### src/rtl/multicycle_main_ctrl.sv
// multicycle_main_ctrl: main control FSM of the multicycle MIPS datapath; jal support is enabled by defining MC_JAL_EN
module multicycle_main_ctrl (
    input  logic       clk,
    input  logic       rst_n,
    input  logic [5:0] opcode,
    input  logic [5:0] funct,
    input  logic       mem_ready,
    output logic       PCWrite,
    output logic       PCWriteCond,
    output logic       BranchNE,
    output logic       IorD,
    output logic       MemRead,
    output logic       MemWrite,
    output logic       IRWrite,
    output logic       RegWrite,
    output logic [1:0] RegDst,
    output logic [1:0] MemtoReg,
    output logic       ALUSrcA,
    output logic [1:0] ALUSrcB,
    output logic [1:0] ALUOp,
    output logic [1:0] PCSource,
    output logic       illegal,
    output logic [3:0] state
);
    typedef enum logic [3:0] {
        S_FETCH  = 4'd0,
        S_DECODE = 4'd1,
        S_MEMADR = 4'd2,
        S_MEMRD  = 4'd3,
        S_MEMWB  = 4'd4,
        S_MEMWR  = 4'd5,
        S_EXEC_R = 4'd6,
        S_RWB    = 4'd7,
        S_BRANCH = 4'd8,
        S_JUMP   = 4'd9,
        S_EXEC_I = 4'd10,
        S_IWB    = 4'd11,
`ifdef MC_JAL_EN
        S_JR     = 4'd12,
        S_JAL    = 4'd13
`else
        S_JR     = 4'd12
`endif
    } state_t;
    state_t cur, nxt;
    assign state = cur;
    // state register; reset returns straight to FETCH, abandoning any instruction in flight
    always_ff @(posedge clk or negedge rst_n) begin
        if (!rst_n) cur <= S_FETCH;
        else cur <= nxt;
    end
    // next-state and Moore outputs; FETCH write strobes also masked by reset so nothing commits while held
    always_comb begin
        nxt         = S_FETCH;
        PCWrite     = 1'b0;
        PCWriteCond = 1'b0;
        BranchNE    = 1'b0;
        IorD        = 1'b0;
        MemRead     = 1'b0;
        MemWrite    = 1'b0;
        IRWrite     = 1'b0;
        RegWrite    = 1'b0;
        RegDst      = 2'b00;
        MemtoReg    = 2'b00;
        ALUSrcA     = 1'b0;
        ALUSrcB     = 2'b00;
        ALUOp       = 2'b00;
        PCSource    = 2'b00;
        illegal     = 1'b0;
        case (cur)
            S_FETCH: begin
                MemRead = 1'b1;
                ALUSrcB = 2'b01;
                IRWrite = mem_ready & rst_n;
                PCWrite = mem_ready & rst_n;
                nxt     = mem_ready ? S_DECODE : S_FETCH;
            end
            S_DECODE: begin
                ALUSrcB = 2'b11;
                casez (opcode)
                    6'b000000:           nxt = (funct == 6'b001000) ? S_JR : S_EXEC_R;
                    6'b100011, 6'b101011: nxt = S_MEMADR;
                    6'b00010?:           nxt = S_BRANCH;
                    6'b000010:           nxt = S_JUMP;
`ifdef MC_JAL_EN
                    6'b000011:           nxt = S_JAL;
`endif
                    6'b001???:           nxt = S_EXEC_I;
                    default:             illegal = 1'b1;
                endcase
            end
            S_MEMADR: begin
                ALUSrcA = 1'b1;
                ALUSrcB = 2'b10;
                nxt     = opcode[3] ? S_MEMWR : S_MEMRD;
            end
            S_MEMRD: begin
                MemRead = 1'b1;
                IorD    = 1'b1;
                nxt     = mem_ready ? S_MEMWB : S_MEMRD;
            end
            S_MEMWB: begin
                RegWrite = 1'b1;
                MemtoReg = 2'b01;
            end
            S_MEMWR: begin
                MemWrite = 1'b1;
                IorD     = 1'b1;
                nxt      = mem_ready ? S_FETCH : S_MEMWR;
            end
            S_EXEC_R: begin
                ALUSrcA = 1'b1;
                ALUOp   = 2'b10;
                nxt     = S_RWB;
            end
            S_RWB: begin
                RegWrite = 1'b1;
                RegDst   = 2'b01;
            end
            S_BRANCH: begin
                ALUSrcA     = 1'b1;
                ALUOp       = 2'b01;
                PCWriteCond = 1'b1;
                PCSource    = 2'b01;
                BranchNE    = opcode[0];
            end
            S_JUMP: begin
                PCWrite  = 1'b1;
                PCSource = 2'b10;
            end
            S_EXEC_I: begin
                ALUSrcA = 1'b1;
                ALUSrcB = 2'b10;
                ALUOp   = 2'b11;
                nxt     = S_IWB;
            end
            S_IWB: RegWrite = 1'b1;
            S_JR: begin
                PCWrite  = 1'b1;
                PCSource = 2'b11;
            end
`ifdef MC_JAL_EN
            S_JAL: begin
                PCWrite  = 1'b1;
                PCSource = 2'b10;
                RegWrite = 1'b1;
                RegDst   = 2'b10;
                MemtoReg = 2'b10;
            end
`endif
            default: nxt = S_FETCH;
        endcase
    end
endmodule
### config.mk
export PLATFORM = sky130hd
export DESIGN_NAME = multicycle_main_ctrl
export DESIGN_NICKNAME = d
export VERILOG_FILES = /design/src/rtl/multicycle_main_ctrl.sv
export SDC_FILE = /design/constraint.sdc
export NUM_CORES = 1
export LEC_CHECK = 0
export ABC_AREA = 1
export CORE_MARGIN = 2
export CORE_UTILIZATION = 33
export CTS_CLUSTER_DIAMETER = 80
export CTS_CLUSTER_SIZE = 16
export DETAILED_ROUTE_END_ITERATION = 16
export GPL_ROUTABILITY_DRIVEN = 0
export PLACE_DENSITY = 0.78
export SYNTH_ARGS = -nofsm -noshare
export SYNTH_HDL_FRONTEND = slang
export SYNTH_SLANG_ARGS = --single-unit
### constraint.sdc
create_clock -name clk -period 1.3 [get_ports clk]
set_input_delay 0.26 -clock clk [delete_from_list [all_inputs] [get_ports clk]]
set_output_delay 0.26 -clock clk [all_outputs]
set_load 0.1 [all_outputs]
==> flow_metrics.env, run 1 <==
export IMPL_ioPinCount=39
export IMPL_die_y_um=44
export IMPL_syn_inst=104
export IMPL_ys_warn_count=0
export IMPL_ys_ff_latch=4
export IMPL_ys_seq_area_frac=0.190
export IMPL_synth_top_area_frac=0.206
export IMPL_synth_top_cell_by_area="nand2_1"
export IMPL_ys_types=17
export IMPL_synthTopCellsByArea="nand2_1 21%, nor2_1 21%, dfrtp_1 19%, inv_1 14%, nand3_1 3.8%"
export IMPL_die_w_um=44
export IMPL_lastStage="detailed placement"
export IMPL_syn_cell_area_um2=528
export IMPL_numPortBuffers=36
export IMPL_start_util=0.350
export IMPL_avgSynthCellArea_um2=5.08
export IMPL_rows=14
export IMPL_status="aborted with a tool error"
export IMPL_error_line="[ERROR DPL-0038] Utilization greater than 100%, impossible to legalize"
## metrics by stage
| step | setup slack, ns | cell area (um^2) | hold slack, ns | TNS (ns) |
|---|---|---|---|---|
| global placement | -0.464 | 1520 | 0.549 | -3.82 |
| floorplan | -0.868 | 701 | -0.0356 | -12.44 |
## cell families after synthesis
| kind of cell | share of synthesized area |
|---|---|
| buffers and inverters | 0.164 |
| AOI/OAI and AO/OA | 0.121 |
| other | 0.00710 |
| DFF | 0.190 |
| and+or+nand+nor | 0.519 |
## synthesized netlist by cell type
master	instances
or2_2	1
conb_1	1
nand4_1	1
nor2_1	29
o21a_1	2
o21ai_0	3
inv_1	19
or2_1	1
o22ai_1	1
nand2_1	29
nand3_1	4
a21oi_1	2
nand2_2	2
buf_4	2
dfrtp_1	4
nor3_1	1
o21ai_2	2
==> run 2: changes to the inputs <==
==> config.mk (replaced) <==
export PLATFORM = sky130hd
export DESIGN_NAME = multicycle_main_ctrl
export DESIGN_NICKNAME = d
export VERILOG_FILES = /design/src/rtl/multicycle_main_ctrl.sv
export SDC_FILE = /design/constraint.sdc
export NUM_CORES = 1
export LEC_CHECK = 0
export ABC_AREA = 1
export CORE_AREA = 2 2 63 65
export DETAILED_ROUTE_END_ITERATION = 16
export DIE_AREA = 0 0 65 67
export GPL_ROUTABILITY_DRIVEN = 0
export PLACE_DENSITY_LB_ADDON = 0.15
export SYNTH_ARGS = -nofsm -noshare
export SYNTH_HDL_FRONTEND = slang
export SYNTH_SLANG_ARGS = --single-unit
==> flow_metrics.env, run 2 <==
export IMPL_syn_inst=104
export IMPL_path_cells="buf_6 > nand2_4 > o21ai_4 > or2_4 > buf_12"
export IMPL_cp_slowest_stage_delay_ns=0.51
export IMPL_reg2reg_slack_ns=-0.09
export IMPL_syn_to_final_growth_pct=237
export IMPL_worstHoldPathType="input port to async pin"
export IMPL_drc_errors=0
export IMPL_die_w_um=65
export IMPL_h_tree_depth=1
export IMPL_dp_hpwl_um=1850
export IMPL_synth_top_area_frac=0.206
export IMPL_cts_root_buf="clkbuf_8"
export IMPL_grt_max_degree=7
export IMPL_critPathSlowestCell="dfrtp_4"
export IMPL_synth_top_cell_by_area="nand2_1"
export IMPL_path_delay_family="flip-flops"
export IMPL_ys_ff_latch=4
export IMPL_synth_edf_count=0
export IMPL_yosys_top_cells_count="29 x nand2_1, 29 x nor2_1, 19 x inv_1"
export IMPL_cp_endpoint="PCWrite"
export IMPL_crit_start="state[0]"
export IMPL_critPathCaptureType="output port"
export IMPL_r2r_end="state[2]"
export IMPL_period_minus_slack_ns=1.70
export IMPL_ioPinCount=39
export IMPL_syn_cell_area_um2=528
export IMPL_grt_pass1_vias=835
export IMPL_p_per_area_nw_per_um2=2550
export IMPL_drive_gt1_frac=0.626
export IMPL_setup_slack_ns=-0.402
export IMPL_synth_top_flop_cell="dfrtp_1"
export IMPL_die_y_um=67
export IMPL_rsz0062_at_grt="true"
export IMPL_vias=885
export IMPL_core_region_area_um2=3610
export IMPL_final_util=0.494
export IMPL_fin_crit_sh=1.31
export IMPL_path_buf_inv=2
export IMPL_vdd_ir_drop_worst_uv=769
export IMPL_fmax_mhz=588
export IMPL_setup_violations=23
export IMPL_cts_sinks=4
export IMPL_cp_arrival_ns=1.44
export IMPL_clk_latency_ns=0.21
export IMPL_status="finished, violations left"
export IMPL_holdWs_ns=0.350
export IMPL_ys_types=17
export IMPL_ys_seq_area_frac=0.190
export IMPL_fin_nets=199
export IMPL_path_max_fanout=4
export IMPL_cts_buffers=3
export IMPL_rows=22
export IMPL_power_leakage_nw=0.822
export IMPL_cts_hold_buf=0
export IMPL_nFillCells=349
export IMPL_wl_per_cell_um=9.54
export IMPL_overflow=0
export IMPL_numPortBuffers=36
export IMPL_final_common_cell="buf_4"
export IMPL_grt_antenna_before_repair=0
export IMPL_path_class="flip-flop to output port"
export IMPL_maxSlewViolCount=0
export IMPL_drt_iter0_drc=7
export IMPL_violations="setup timing"
export IMPL_finalHoldViolCount=0
export IMPL_via_per_inst=3.85
export IMPL_dieArea_um2=4360
export IMPL_place_ws_ns=-0.493
export IMPL_cts_buffer_depth=2
export IMPL_drv_cap=0
export IMPL_synthTopCellsByArea="nand2_1 21%, nor2_1 21%, dfrtp_1 19%, inv_1 14%, nand3_1 3.8%"
export IMPL_dr_pass1_iters=4
export IMPL_start_kind="flip-flop"
export IMPL_ys_warn_count=0
export IMPL_async_flop_share=1.00
export IMPL_r2r_start="state[3]"
export IMPL_clk_pin_slew_ns=0.03
export IMPL_required_ns=1.04
export IMPL_start_util=0.146
export IMPL_ant_nets=0
export IMPL_routed_wl_um=2200
export IMPL_skew_ns=0.00202
export IMPL_cp_depth=5
export IMPL_r2r_cells=8
export IMPL_mostFrequentLayoutCells="30 x buf_4, 23 x buf_12, 21 x nand2_1"
export IMPL_n_antenna_cell=0
export IMPL_grt_pass1_wl_um=3550
export IMPL_grtUsageTotal=0.103
export IMPL_largest_reg_flops=4
export IMPL_avgSynthCellArea_um2=5.08
export IMPL_cts_tree="yes"
==> run 2: cell counts after synthesis <==
Identical to the previous run, type by type.
==> run 2: worst register-to-register path: stages (launching register included) <==
cell and delay [ns]:
dfrtp_4 0.52, inv_2 0.10, nand2_1 0.11, buf_6 0.17, nor2_4 0.13, nand2_1 0.08, o21ai_0 0.07, nor2_1 0.07
nand2_1 0.06
==> run 2: logic make-up after synthesis <==
kind of cell,after synthesis,synth area share
simple gates,68,0.519
buf+inv,21,0.164
compound gates,10,0.121
flops,4,0.190
other cells,1,0.00710
==> run 2: final cells by class <==
cell class                      instances  area, um^2  area share
Timing Repair Buffer                   76         925       0.519
Inverter                               19        85.1      0.0478
Sequential cell                         4         115      0.0646
Tap cell                               48        60.1      0.0337
Clock buffer                            3        41.3      0.0232
Multi-Input combinational cell         80         556       0.312
==> run 2: worst min-delay path by stage <==
| stage | startpoint | endpoint | depth (start not counted) |
|---|---|---|---|
| after floorplan | rst_n | state[0] | 0 |
| after global placement | rst_n | state[1] | 2 |
| after detailed placement | rst_n | state[1] | 2 |
| after CTS | rst_n | state[3] | 2 |
| after global routing | rst_n | state[0] | 2 |
| final | rst_n | state[3] | 2 |
==> run 2: report_power, final <==
part           switching, mW  total [mW]  internal, mW
Combinational           2.46        4.01          1.55
Sequential            0.0916       0.285         0.194
Clock                 0.0542       0.251         0.197
Total                   2.60        4.55          1.94
==> run 2: layer usage <==
layer	part of all wire	vias to the layer above	track usage
met5	0	-	0
met4	0	0	0.0160
met3	0.069	0	0.0203
met2	0.55	29	0.211
met1	0.38	385	0.109
li1	-	471	-
==> run 2: repair_timing <==
item                       CTS  global route
pin swaps                    8             3
setup buffers                5             1
setup endpoints to repair   24            23
gates resized for setup     27            14
==> run 2: through the flow <==
step | total power, mW | cells | instance area [um^2] | TNS, ns
6_report | 4.55 | 230 | 1780 | -6.78
5_1_grt | 4.72 | 230 | 1780 | -8.07
4_1_cts | 4.45 | 229 | 1730 | -6.79
3_5_place_dp | 3.98 | 221 | 1590 | -4.40
3_3_place_gp | 3.98 | 221 | 1590 | -4.36
2_1_floorplan | 2.50 | 105 | 701 | -12.44
No activity file was read; power rests on OpenSTA's default activity.
